File: src/rtl/pipe_ctrl_pkg.sv
// Shared pipeline-control constants: stall masks, exception cause codes and
// the exception record captured when the MEM stage reports an event.
package pipe_ctrl_pkg;

    localparam logic        STOP       = 1'b1;
    localparam logic        NOSTOP     = 1'b0;
    localparam logic        RST_ENABLE = 1'b1;
    localparam logic [31:0] ZERO_WORD  = 32'h0000_0000;

    // Stall masks: bit0=PC, bit1=IF/ID, bit2=ID/EX, bit3=EX/MEM, bit4=MEM/WB, bit5=WB
    localparam logic [5:0] STALL_NONE = 6'b000000;
    localparam logic [5:0] STALL_IF   = 6'b000011;
    localparam logic [5:0] STALL_ID   = 6'b000111;
    localparam logic [5:0] STALL_EX   = 6'b001111;
    localparam logic [5:0] STALL_MEM  = 6'b011111;
    localparam logic [5:0] STALL_ALL  = 6'b111111;

    localparam logic [31:0] EXC_INT  = 32'h0000_0001;
    localparam logic [31:0] EXC_SYS  = 32'h0000_0008;
    localparam logic [31:0] EXC_RI   = 32'h0000_000a;
    localparam logic [31:0] EXC_OV   = 32'h0000_000c;
    localparam logic [31:0] EXC_TRAP = 32'h0000_000d;
    localparam logic [31:0] EXC_ERET = 32'h0000_000e;

    typedef struct packed {
        logic [31:0] code;
        logic [31:0] epc;
    } excp_t;

endpackage

File: src/rtl/pipe_stall_enc.sv
// Priority encoder that turns the per-stage stall requests into a stall mask;
// the deepest requesting stage determines how much of the pipe freezes.
module pipe_stall_enc
    import pipe_ctrl_pkg::*;
(
    input  logic       req_if_i,
    input  logic       req_id_i,
    input  logic       req_ex_i,
    input  logic       req_mem_i,
    output logic [5:0] stall_o
);

    always_comb begin
        stall_o = STALL_NONE;
        if (req_mem_i)     stall_o = STALL_MEM;
        else if (req_ex_i) stall_o = STALL_EX;
        else if (req_id_i) stall_o = STALL_ID;
        else if (req_if_i) stall_o = STALL_IF;
    end

endmodule

File: src/rtl/pipe_ctrl.sv
// Pipeline sequencer: merges stall requests, sequences exception/ERET redirection
// (freeze, drain in-flight fetch, one-cycle flush) and keeps stall perf/timeout counters.
module pipe_ctrl
    import pipe_ctrl_pkg::*;
#(
    parameter logic [31:0] EXC_VECTOR  = 32'h0000_0020,
    parameter int          TIMEOUT_CYC = 1024,
    parameter int          CNT_W       = 32
) (
    input  logic             clk,
    input  logic             rst,
    input  logic             stallreq_if,
    input  logic             stallreq_id,
    input  logic             stallreq_ex,
    input  logic             stallreq_mem,
    input  logic             excp_valid,
    input  logic [31:0]      excp_type,
    input  logic [31:0]      cp0_epc,
    output logic [5:0]       stall,
    output logic             flush,
    output logic [31:0]      new_pc,
    output logic [CNT_W-1:0] stall_cycles,
    output logic             stall_timeout
);

    localparam int TO_W = $clog2(TIMEOUT_CYC + 1);

    typedef enum logic [1:0] {S_RUN, S_WAIT_IF, S_FLUSH} state_e;

    state_e           state_q, state_d;
    excp_t            excp_q, excp_d;
    logic             flush_q, flush_d;
    logic [31:0]      new_pc_q, new_pc_d;
    logic [CNT_W-1:0] sc_q, sc_d;
    logic [TO_W-1:0]  to_cnt_q, to_cnt_d;
    logic             timeout_q, timeout_d;
    logic [5:0]       enc_stall;

    pipe_stall_enc u_enc (
        .req_if_i  (stallreq_if),
        .req_id_i  (stallreq_id),
        .req_ex_i  (stallreq_ex),
        .req_mem_i (stallreq_mem),
        .stall_o   (enc_stall)
    );

    always_comb begin
        state_d = state_q;
        excp_d  = excp_q;
        stall   = STALL_NONE;
        unique case (state_q)
            S_RUN: begin
                stall = enc_stall;
                if (excp_valid) begin
                    stall   = STALL_ALL;
                    excp_d  = '{code: excp_type, epc: cp0_epc};
                    state_d = stallreq_if ? S_WAIT_IF : S_FLUSH;
                end
            end
            S_WAIT_IF: begin
                stall = STALL_ALL;
                if (!stallreq_if) state_d = S_FLUSH;
            end
            S_FLUSH: begin
                stall   = STALL_NONE;
                state_d = S_RUN;
            end
            default: state_d = S_RUN;
        endcase
        // Nothing is frozen while reset holds; requests only count once it drops.
        if (rst) stall = STALL_NONE;

        // Registered flush/new_pc line up with the cycle the FSM sits in FLUSH.
        flush_d  = (state_d == S_FLUSH);
        new_pc_d = ZERO_WORD;
        if (flush_d) new_pc_d = (excp_d.code == EXC_ERET) ? excp_d.epc : EXC_VECTOR;

        sc_d = sc_q;
        if (stall[0] == STOP && sc_q != {CNT_W{1'b1}}) sc_d = sc_q + 1'b1;

        to_cnt_d = '0;
        if (state_q == S_RUN && stall != STALL_NONE)
            to_cnt_d = (to_cnt_q == TO_W'(TIMEOUT_CYC)) ? to_cnt_q : to_cnt_q + 1'b1;
        timeout_d = timeout_q | (to_cnt_d == TO_W'(TIMEOUT_CYC));
    end

    always_ff @(posedge clk) begin
        if (rst == RST_ENABLE) begin
            state_q   <= S_RUN;
            flush_q   <= 1'b0;
            new_pc_q  <= ZERO_WORD;
            sc_q      <= '0;
            to_cnt_q  <= '0;
            timeout_q <= 1'b0;
        end else begin
            state_q   <= state_d;
            flush_q   <= flush_d;
            new_pc_q  <= new_pc_d;
            sc_q      <= sc_d;
            to_cnt_q  <= to_cnt_d;
            timeout_q <= timeout_d;
        end
    end

    // Captured exception record is pure data and needs no reset.
    always_ff @(posedge clk) begin
        excp_q <= excp_d;
    end

    assign flush         = flush_q;
    assign new_pc        = new_pc_q;
    assign stall_cycles  = sc_q;
    assign stall_timeout = timeout_q;

endmodule
File: config.mk
export PLATFORM = sky130hd
export DESIGN_NAME = pipe_ctrl
export DESIGN_NICKNAME = d
export VERILOG_FILES = /design/src/rtl/pipe_ctrl_pkg.sv /design/src/rtl/pipe_stall_enc.sv /design/src/rtl/pipe_ctrl.sv
export SDC_FILE = /design/constraint.sdc
export NUM_CORES = 1
export LEC_CHECK = 0
export BUFFER_PORTS_ARGS = -buffer_cell sky130_fd_sc_hd__buf_2
export CAP_MARGIN = 20
export CELL_PAD_IN_SITES_DETAIL_PLACEMENT = 1
export CELL_PAD_IN_SITES_GLOBAL_PLACEMENT = 2
export CORE_MARGIN = 5
export CORE_UTILIZATION = 32
export DETAILED_ROUTE_END_ITERATION = 16
export PLACE_DENSITY = 0.77
export SLEW_MARGIN = 25
export SYNTH_ARGS = -nofsm -noshare
export SYNTH_HDL_FRONTEND = slang
export SYNTH_SLANG_ARGS = --single-unit
File: constraint.sdc
create_clock -name clk -period 3.27 [get_ports clk]
set_clock_uncertainty 0.2 [all_clocks]
set_input_delay 0.981 -clock clk [delete_from_list [all_inputs] [get_ports clk]]
set_output_delay 0.981 -clock clk [all_outputs]
set_load 0.005 [all_outputs]
==> impl_metrics.env, run 1 <==
export IMPL_crit_arrival_ns=1.87
export IMPL_fmax_mhz=328
export IMPL_critPathMaxStageDelay_ns=0.32
export IMPL_clk_latency_ns=0.41
export IMPL_post_route_period_util_pct=93.3
export IMPL_core_rowCount=48
export IMPL_path_class="in -> out"
export IMPL_vias=4540
export IMPL_cp_max_fo=5
export IMPL_grt_pass1_vias=4908
export IMPL_crit_path_end_kind="output port"
export IMPL_cts_sinks=143
export IMPL_final_nets=745
export IMPL_final_fill_count=1966
export IMPL_grt_ovfl_total=0
export IMPL_dr_pass1_iters=4
export IMPL_rsz0062_at_grt="no"
export IMPL_cts_path_max_buffers=2
export IMPL_gp_congestion=0.747
export IMPL_setup_violations=0
export IMPL_finalSetupTns_ns=0
export IMPL_viasPerCell=4.99
export IMPL_start_util_pct=32.2
export IMPL_antenna_found_initial=4
export IMPL_syn_area_per_cell_um2=10.6
export IMPL_critical_path_required_ns=2.09
export IMPL_slowest_stage="or2_1"
export IMPL_period_needed_ns=3.05
export IMPL_ant_nets=0
export IMPL_multi_input_area_um2=2510
export IMPL_worstPathCellList="buf_2 -> or2_1 -> buf_4 -> nor2_1 -> buf_2"
export IMPL_slew_headroom_pct=42.1
export IMPL_synth_nets=596
export IMPL_grt_usage_pct=15.5
export IMPL_synthArstFlopShare_pct=0
export IMPL_ys_warn_count=0
export IMPL_path_delay_family="simple AND/OR/NAND/NOR gates"
export IMPL_cp_common_cell="buf_2"
export IMPL_start_kind="primary input"
export IMPL_peakVddDrop_mv=0.362
export IMPL_hold_path_class="reg -> reg"
export IMPL_num_antenna_cells=0
export IMPL_tightestPinTransition_ns=0.868
export IMPL_ctsResizeCount=0
export IMPL_layout_drive_gt1_share_pct=38.6
export IMPL_drv_cap=0
export IMPL_outcome="finished clean"
export IMPL_cts_hold_buf=0
export IMPL_cts_root_buf="clkbuf_16"
export IMPL_hpwl_um=11300
export IMPL_avgRoutedWirePerCell_um=16.6
export IMPL_drt_wl_total_um=15100
export IMPL_post_cts_buffers=0
export IMPL_ioPinCount=143
export IMPL_grt_pass1_wl_um=25000
export IMPL_cts_tree="yes"
export IMPL_die_width_um=141
export IMPL_drtIter0Drc=139
export IMPL_io_buffers=142
export IMPL_seq_area_um2=2860
export IMPL_grt_start_max_net_pins=32
export IMPL_synth_seq_cells=143
export IMPL_cts_buffers=17
export IMPL_areaGrowthSynthToFinish_pct=28.6
export IMPL_powerDensity_nw_per_um2=601
export IMPL_fin_ws_ns=0.220
export IMPL_ys_seq_area_share_pct=51.9
export IMPL_synthCells=522
export IMPL_htree_levels=4
export IMPL_slew_violations=0
export IMPL_place_ws_ns=0.162
export IMPL_leakagePower_uw=0.00284
export IMPL_clkTransAtPathRegs_ns=0.06
export IMPL_dieHeight_um=141
export IMPL_core_area_um2=17100
export IMPL_report_final_hold_viol_count=0
export IMPL_syn_cell_area_um2=5510
export IMPL_synth_edf_count=0
export IMPL_die_area_um2=20000
export IMPL_drcViolationCount=0
export IMPL_synth_cell_types=52
export IMPL_path_buf_inv=3
export IMPL_ys_flop_type="dfxtp_1"
[cells in the mapped netlist (all sizes together) (3+ instances only)]
cell | number | area share (%)
or2 | 4 | 0.45
clkbuf | 7 | 0.48
nor4 | 16 | 2.2
buf | 14 | 1.5
nor4b | 3 | 0.70
and4 | 4 | 0.64
o21a | 3 | 0.41
o21ai | 19 | 1.9
nor3 | 7 | 0.64
or3 | 19 | 2.2
nor2b | 33 | 3.7
mux2 | 64 | 13
or4 | 9 | 1.4
nor2 | 30 | 2.0
nand2 | 21 | 1.4
nand3 | 16 | 1.5
and3 | 3 | 0.34
inv | 9 | 0.61
ha | 3 | 0.68
o31ai | 7 | 0.95
dfxtp | 143 | 52
xnor2 | 10 | 1.6
xor2 | 5 | 0.79
nand4 | 19 | 2.3
a21oi | 29 | 2.8
o211ai | 4 | 0.64
[report_power, final]
group	total [uW]	switching, uW	internal [uW]
combinational	334	140	195
sequential	1930	58.3	1880
clock	1990	785	1210
total	4260	983	3280
[metrics by stage]
step | hold slack [ns] | total power (uW) | utilization, % | instance area [um^2] | cells
6_report | 0.269 | 4260 | 41.4 | 7090 | 909
5_1_grt | 0.290 | 4450 | 41.4 | 7090 | 909
4_1_cts | 0.272 | 4330 | 41.4 | 7090 | 909
3_5_place_dp | 0.257 | 2310 | 37.9 | 6480 | 877
3_3_place_gp | 0.251 | 2280 | 37.9 | 6480 | 877
2_1_floorplan | 0.245 | 2180 | - | 5510 | 522
[sequential cells by signal (all words and copies together), names as in the netlist]
signal         count
excp_q            64
new_pc            32
stall_cycles      32
to_cnt_q          11
state_q            2
flush              1
stall_timeout      1
[per-layer routing]
metal / GRT usage, % / share of wire, % / vias up
li1: - / - / 2194
met1: 17.1 / 41 / 2208
met2: 27.1 / 49 / 109
met3: 6.54 / 8.1 / 21
met4: 5.00 / 1.3 / 8
met5: 0 / 0.40 / -
[cell families after synthesis]
kind of cell	after synthesis	share of synthesized area, %
flops	143	51.9
simple gates	194	20.9
xor+xnor	15	2.38
compound gates	72	8.21
mux	65	13.3
buf+inv	30	2.63
fa+ha+maj	3	0.681
[final timing paths]
| path | start | endpoint | slack [ns] | cells after the start |
|---|---|---|---|---|
| min reg2reg | excp_q[12]$_DFF_P_ | excp_q[12]$_DFF_P_ | 0.27 | 1 |
| min | excp_q[12]$_DFF_P_ | excp_q[12]$_DFF_P_ | 0.27 | 1 |
| max reg2reg | stall_cycles[2]$_SDFFE_PP0P_ | stall_cycles[7]$_SDFFE_PP0P_ | 0.60 | 5 |
| max | rst | stall[5] | 0.22 | 5 |
[area by class of cell]
type | count | area share (%)
flip-flops and latches | 143 | 40.4
multi-input cells | 349 | 35.4
repair buffers | 151 | 11.1
clock buffers | 20 | 6.58
well taps | 225 | 3.97
clock inverters | 12 | 2.06
inverters | 9 | 0.476
[layout by cell type, fill, tap and decap left out, drive strengths merged, types with 3 or more instances in the layout]
| cell type | n |
|---|---|
| and3 | 3 |
| xnor2 | 10 |
| ha | 3 |
| nor2 | 30 |
| clkbuf | 20 |
| inv | 16 |
| or2 | 4 |
| nor4 | 16 |
| o21a | 3 |
| xor2 | 5 |
| dfxtp | 143 |
| mux2 | 64 |
| a21oi | 29 |
| o211ai | 4 |
| nand4 | 19 |
| clkinv | 3 |
| o21ai | 19 |
| nand2 | 21 |
| nand3 | 16 |
| and4 | 4 |
| nor3 | 7 |
| or4 | 9 |
| buf | 151 |
| o31ai | 7 |
| nor4b | 3 |
| nor2b | 33 |
| or3 | 19 |
Note: power is estimated with default switching activity, not from simulation.
==> inputs of run 2 (changes only) <==
- RECOVER_POWER: not set -> 100
==> run 2 against run 1 <==
  * Sequential share of layout area is 0.67 points higher
  * First-iteration DRC count is 10% higher
  * Largest cell class unchanged
  * Via count barely moved
  * Combinational power down 3%
  * Core utilization down 0.67 points
  * Design area fell by 1.6%
  * Clock power about the same
==> impl_metrics.env, run 2 (same netlist as run 1, synthesis figures left out) <==
export IMPL_grt_pass1_wl_um=25000
export IMPL_setup_violations=0
export IMPL_gp_congestion=0.747
export IMPL_period_needed_ns=3.04
export IMPL_finalSetupTns_ns=0
export IMPL_drv_cap=0
export IMPL_final_nets=745
export IMPL_final_cell_mix="143 x dfxtp_1, 86 x buf_2, 60 x clkbuf_1"
export IMPL_fin_ws_ns=0.233
export IMPL_cts_buffers=17
export IMPL_clk_latency_ns=0.41
export IMPL_rsz0062_at_grt="no"
export IMPL_cp_common_cell="clkbuf_1"
export IMPL_top_register="excp_q"
export IMPL_htree_levels=4
export IMPL_path_delay_family="simple AND/OR/NAND/NOR gates"
export IMPL_grt_ovfl_total=0
export IMPL_place_ws_ns=0.162
export IMPL_hpwl_um=11300
export IMPL_start_util_pct=32.2
export IMPL_grt_usage_pct=15.5
export IMPL_drcViolationCount=0
export IMPL_die_area_um2=20000
export IMPL_largest_reg_flops=64
export IMPL_ant_nets=0
export IMPL_layout_drive_gt1_share_pct=28.1
export IMPL_clkTransAtPathRegs_ns=0.06
export IMPL_start_kind="primary input"
export IMPL_avgRoutedWirePerCell_um=16.6
export IMPL_io_buffers=142
export IMPL_core_area_um2=17100
export IMPL_critPathMaxStageDelay_ns=0.33
export IMPL_num_antenna_cells=0
export IMPL_core_rowCount=48
export IMPL_powerDensity_nw_per_um2=609
export IMPL_leakagePower_uw=0.00257
export IMPL_drtIter0Drc=153
export IMPL_outcome="finished clean"
export IMPL_cp_max_fo=5
export IMPL_areaGrowthSynthToFinish_pct=26.5
export IMPL_tightestPinTransition_ns=0.939
export IMPL_viasPerCell=4.99
export IMPL_post_route_period_util_pct=92.9
export IMPL_slowest_stage="or2_1"
export IMPL_cts_tree="yes"
export IMPL_slew_violations=0
export IMPL_antenna_found_initial=4
export IMPL_crit_arrival_ns=1.86
export IMPL_dr_pass1_iters=4
export IMPL_vias=4537
export IMPL_final_fill_count=1984
export IMPL_cts_root_buf="clkbuf_16"
export IMPL_fmax_mhz=329
export IMPL_cts_sinks=143
export IMPL_worstPathCellList="clkbuf_1 -> or2_1 -> clkbuf_1 -> nor2_1 -> clkbuf_1"
export IMPL_path_class="in -> out"
export IMPL_cts_path_max_buffers=2
export IMPL_peakVddDrop_mv=0.350
export IMPL_dieHeight_um=141
export IMPL_critical_path_required_ns=2.09
export IMPL_final_area_um2=6980
export IMPL_grt_start_max_net_pins=32
export IMPL_fin_util_pct=40.8
export IMPL_ioPinCount=143
export IMPL_post_cts_buffers=0
export IMPL_ctsResizeCount=0
export IMPL_grt_pass1_vias=4908
export IMPL_report_final_hold_viol_count=0
export IMPL_drt_wl_total_um=15100
export IMPL_place_area_um2=6480
export IMPL_die_width_um=141
export IMPL_holdWs_ns=0.269
export IMPL_cts_hold_buf=0
export IMPL_crit_path_end_kind="output port"
export IMPL_path_buf_inv=3
export IMPL_slew_headroom_pct=37.4
export IMPL_hold_path_class="reg -> reg"
export IMPL_mostFrequentLayoutCell="dfxtp_1"
[run 2: cell count changes in the layout (fill, tap and decap cells not counted), sizes merged]
cell    delta
buf       -62
clkbuf    +62
[run 2: power breakdown]
group	total, uW	internal [uW]	switching (uW)
Sequential	1930	1880	58.4
Combinational	324	185	139
Clock	1990	1210	786
Total	4250	3270	983
[run 2: cell type report]
class | count | area, um^2 | area share [%]
clock buffers | 20 | 467 | 6.69
clock inverters | 12 | 146 | 2.10
inverters | 9 | 33.8 | 0.484
multi-input cells | 349 | 2490 | 35.6
flip-flops and latches | 143 | 2860 | 41.0
well taps | 225 | 282 | 4.03
repair buffers | 151 | 701 | 10.0
[run 2: worst reg2reg max path, cell delays in order (launching register included)]
cell     delay [ns]
dfxtp_1        0.45
nand3_1        0.26
or4_1          0.68
o21ai_2        0.70
o21ai_0        0.24
a21oi_1        0.18
[run 2: metrics by stage]
step	total power (uW)	cells
after floorplan	2180	522
after global placement	2280	877
after detailed placement	2310	877
after CTS	4330	909
after global routing	4440	909
final	4250	909
[run 2: worst paths after layout]
path	start	cells after the start	slack, ns	endpoint
max	rst	5	0.23	stall[5]
max reg2reg	stall_cycles[2]$_SDFFE_PP0P_	5	0.50	stall_cycles[7]$_SDFFE_PP0P_
min	excp_q[12]$_DFF_P_	1	0.27	excp_q[12]$_DFF_P_
min reg2reg	excp_q[12]$_DFF_P_	1	0.27	excp_q[12]$_DFF_P_
[run 2: layer usage]
layer  vias to the layer above  part of all wire (%)  GRT usage [%]
met3                        21                   8.1           6.54
met2                       106                    50           27.1
met4                         8                   1.3           5.00
met5                         -                  0.45              0
li1                       2194                     -              -
met1                      2208                    41           17.1
==> inputs of run 3 (changes only) <==
- CORE_UTILIZATION: 32 -> 29
- MAX_ROUTING_LAYER: not set -> met4
- PLACE_DENSITY: 0.77 -> 0.73
- SETUP_SLACK_MARGIN: not set -> 0.5
- clock period: 3.27 -> 2.65 ns (I/O delays scaled with it)
==> run 3 against run 2 <==
  * The run now ends with setup timing left
  * Die area rose by 9.6%
  * Largest power group is now sequential cells
  * Hold slack got worse by 0.0093 ns
  * Design area up 13%
  * Core utilization up 1.4 points
  * Wire length grew 14%
  * First-iteration DRC count decreased by 6.5%
  * Via count is 5.2% higher
  * Worst setup slack got worse by 0.25 ns
  * Sequential power increased by 23%
  * Largest cell class unchanged
  * Global-route usage up 0.17 points
  * Critical path type unchanged
  * Critical path depth is the same
==> impl_metrics.env, run 3 (same netlist as run 1, synthesis figures left out) <==
export IMPL_cts_sinks=143
export IMPL_crit_path_end_kind="output port"
export IMPL_start_util_pct=29.5
export IMPL_drtIter0Drc=143
export IMPL_grt_pass1_vias=5184
export IMPL_io_buffers=142
export IMPL_path_delay_family="buffers and inverters"
export IMPL_final_nets=798
export IMPL_ioPinCount=143
export IMPL_tightestPinTransition_ns=0.674
export IMPL_antenna_found_initial=1
export IMPL_grt_ovfl_total=0
export IMPL_grt_usage_pct=15.7
export IMPL_crit_arrival_ns=1.67
export IMPL_setup_violations=2
export IMPL_outcome="complete, but fails checks"
export IMPL_place_ws_ns=-0.0840
export IMPL_grt_start_max_net_pins=36
export IMPL_avgRoutedWirePerCell_um=17.7
export IMPL_drv_cap=0
export IMPL_critical_path_required_ns=1.66
export IMPL_leakagePower_uw=0.00303
export IMPL_clk_latency_ns=0.42
export IMPL_final_cell_mix="139 x dfxtp_1, 107 x buf_2, 59 x mux2_2"
export IMPL_rrSetupSlack_ns=0.12
export IMPL_areaGrowthSynthToFinish_pct=43.1
export IMPL_fin_cells=971
export IMPL_report_final_hold_viol_count=0
export IMPL_peakVddDrop_mv=0.403
export IMPL_placed_cells=915
export IMPL_violations="setup timing"
export IMPL_vias=4774
export IMPL_grt_pass1_wl_um=26600
export IMPL_hold_path_class="reg -> reg"
export IMPL_fmax_mhz=375
export IMPL_path_class="in -> out"
export IMPL_final_fill_count=2126
export IMPL_rsz0062_at_grt="yes"
export IMPL_gp_congestion=0.791
export IMPL_post_route_period_util_pct=101
export IMPL_htree_levels=4
export IMPL_cts_buffers=17
export IMPL_path_buf_inv=3
export IMPL_dieHeight_um=148
export IMPL_drt_wl_total_um=17200
export IMPL_ant_nets=0
export IMPL_fin_util_pct=42.2
export IMPL_core_rowCount=50
export IMPL_start_kind="primary input"
export IMPL_dr_pass1_iters=4
export IMPL_mostFrequentLayoutCell="dfxtp_1"
export IMPL_cts_root_buf="clkbuf_16"
export IMPL_cp_max_fo=4
export IMPL_period_needed_ns=2.67
export IMPL_finalSetupTns_ns=-0.0352
export IMPL_layout_drive_gt1_share_pct=42.7
export IMPL_fin_ws_ns=-0.0178
export IMPL_cts_path_max_buffers=2
export IMPL_cts_tree="yes"
export IMPL_die_area_um2=21900
export IMPL_slew_violations=0
export IMPL_slew_headroom_pct=55.0
export IMPL_clkTransAtPathRegs_ns=0.06
export IMPL_powerDensity_nw_per_um2=666
export IMPL_critPathMaxStageDelay_ns=0.40
export IMPL_slowest_stage="nor4_4"
export IMPL_worstPathCellList="buf_6 -> nor4_4 -> buf_12 -> a21oi_4 -> buf_2"
export IMPL_hpwl_um=12500
export IMPL_core_area_um2=18700
export IMPL_largest_reg_flops=64
export IMPL_top_register="excp_q"
export IMPL_viasPerCell=4.92
export IMPL_die_width_um=148
export IMPL_drcViolationCount=0
## run 3: cell type report
class / instances / area, um^2 / share of cell area, %
diodes: 1 / 2.50 / 0.0317
clock buffers: 18 / 429 / 5.44
clock inverters: 13 / 155 / 1.97
inverters: 9 / 33.8 / 0.428
multi-input cells: 350 / 2850 / 36.1
flip-flops and latches: 143 / 2870 / 36.4
well taps: 234 / 293 / 3.71
repair buffers: 203 / 1260 / 16.0
## run 3: worst paths after layout
path | cells past startpoint | to | start
max | 5 | stall[1] | stallreq_ex
min | 1 | excp_q[10]$_DFF_P_ | excp_q[10]$_DFF_P_
max reg2reg | 6 | new_pc[27]$_SDFF_PP0_ | state_q[0]$_SDFF_PP0_
min reg2reg | 1 | excp_q[10]$_DFF_P_ | excp_q[10]$_DFF_P_
## run 3: metrics by stage
step           total power (uW)  cell area [um^2]  hold slack, ns
2_1_floorplan              2710              5580           0.245
3_5_place_dp               2880              6750           0.258
5_1_grt                    5480              7890           0.280
6_report                   5250              7890           0.260
3_3_place_gp               2840              6750           0.251
4_1_cts                    5300              7560           0.273
## run 3: what timing repair did
item | 4_1_cts | 5_1_grt
hold buffers | 0 | 0
setup endpoints to repair | 40 | 70
buffers inserted | 9 | 12
cloned | 0 | 3
gates resized for setup | 38 | 70
pin swaps | 8 | 23
## run 3: per-layer routing
layer | part of all wire, % | track usage, %
met1 | 43 | 18.1
met2 | 49 | 26.2
met3 | 6.4 | 5.89
met4 | 1.0 | 3.56
met5 | 0 | -
## run 3: power breakdown
group	internal, uW	switching (uW)
combinational	292	208
clock	1400	964
sequential	2310	69.4
total	4010	1240
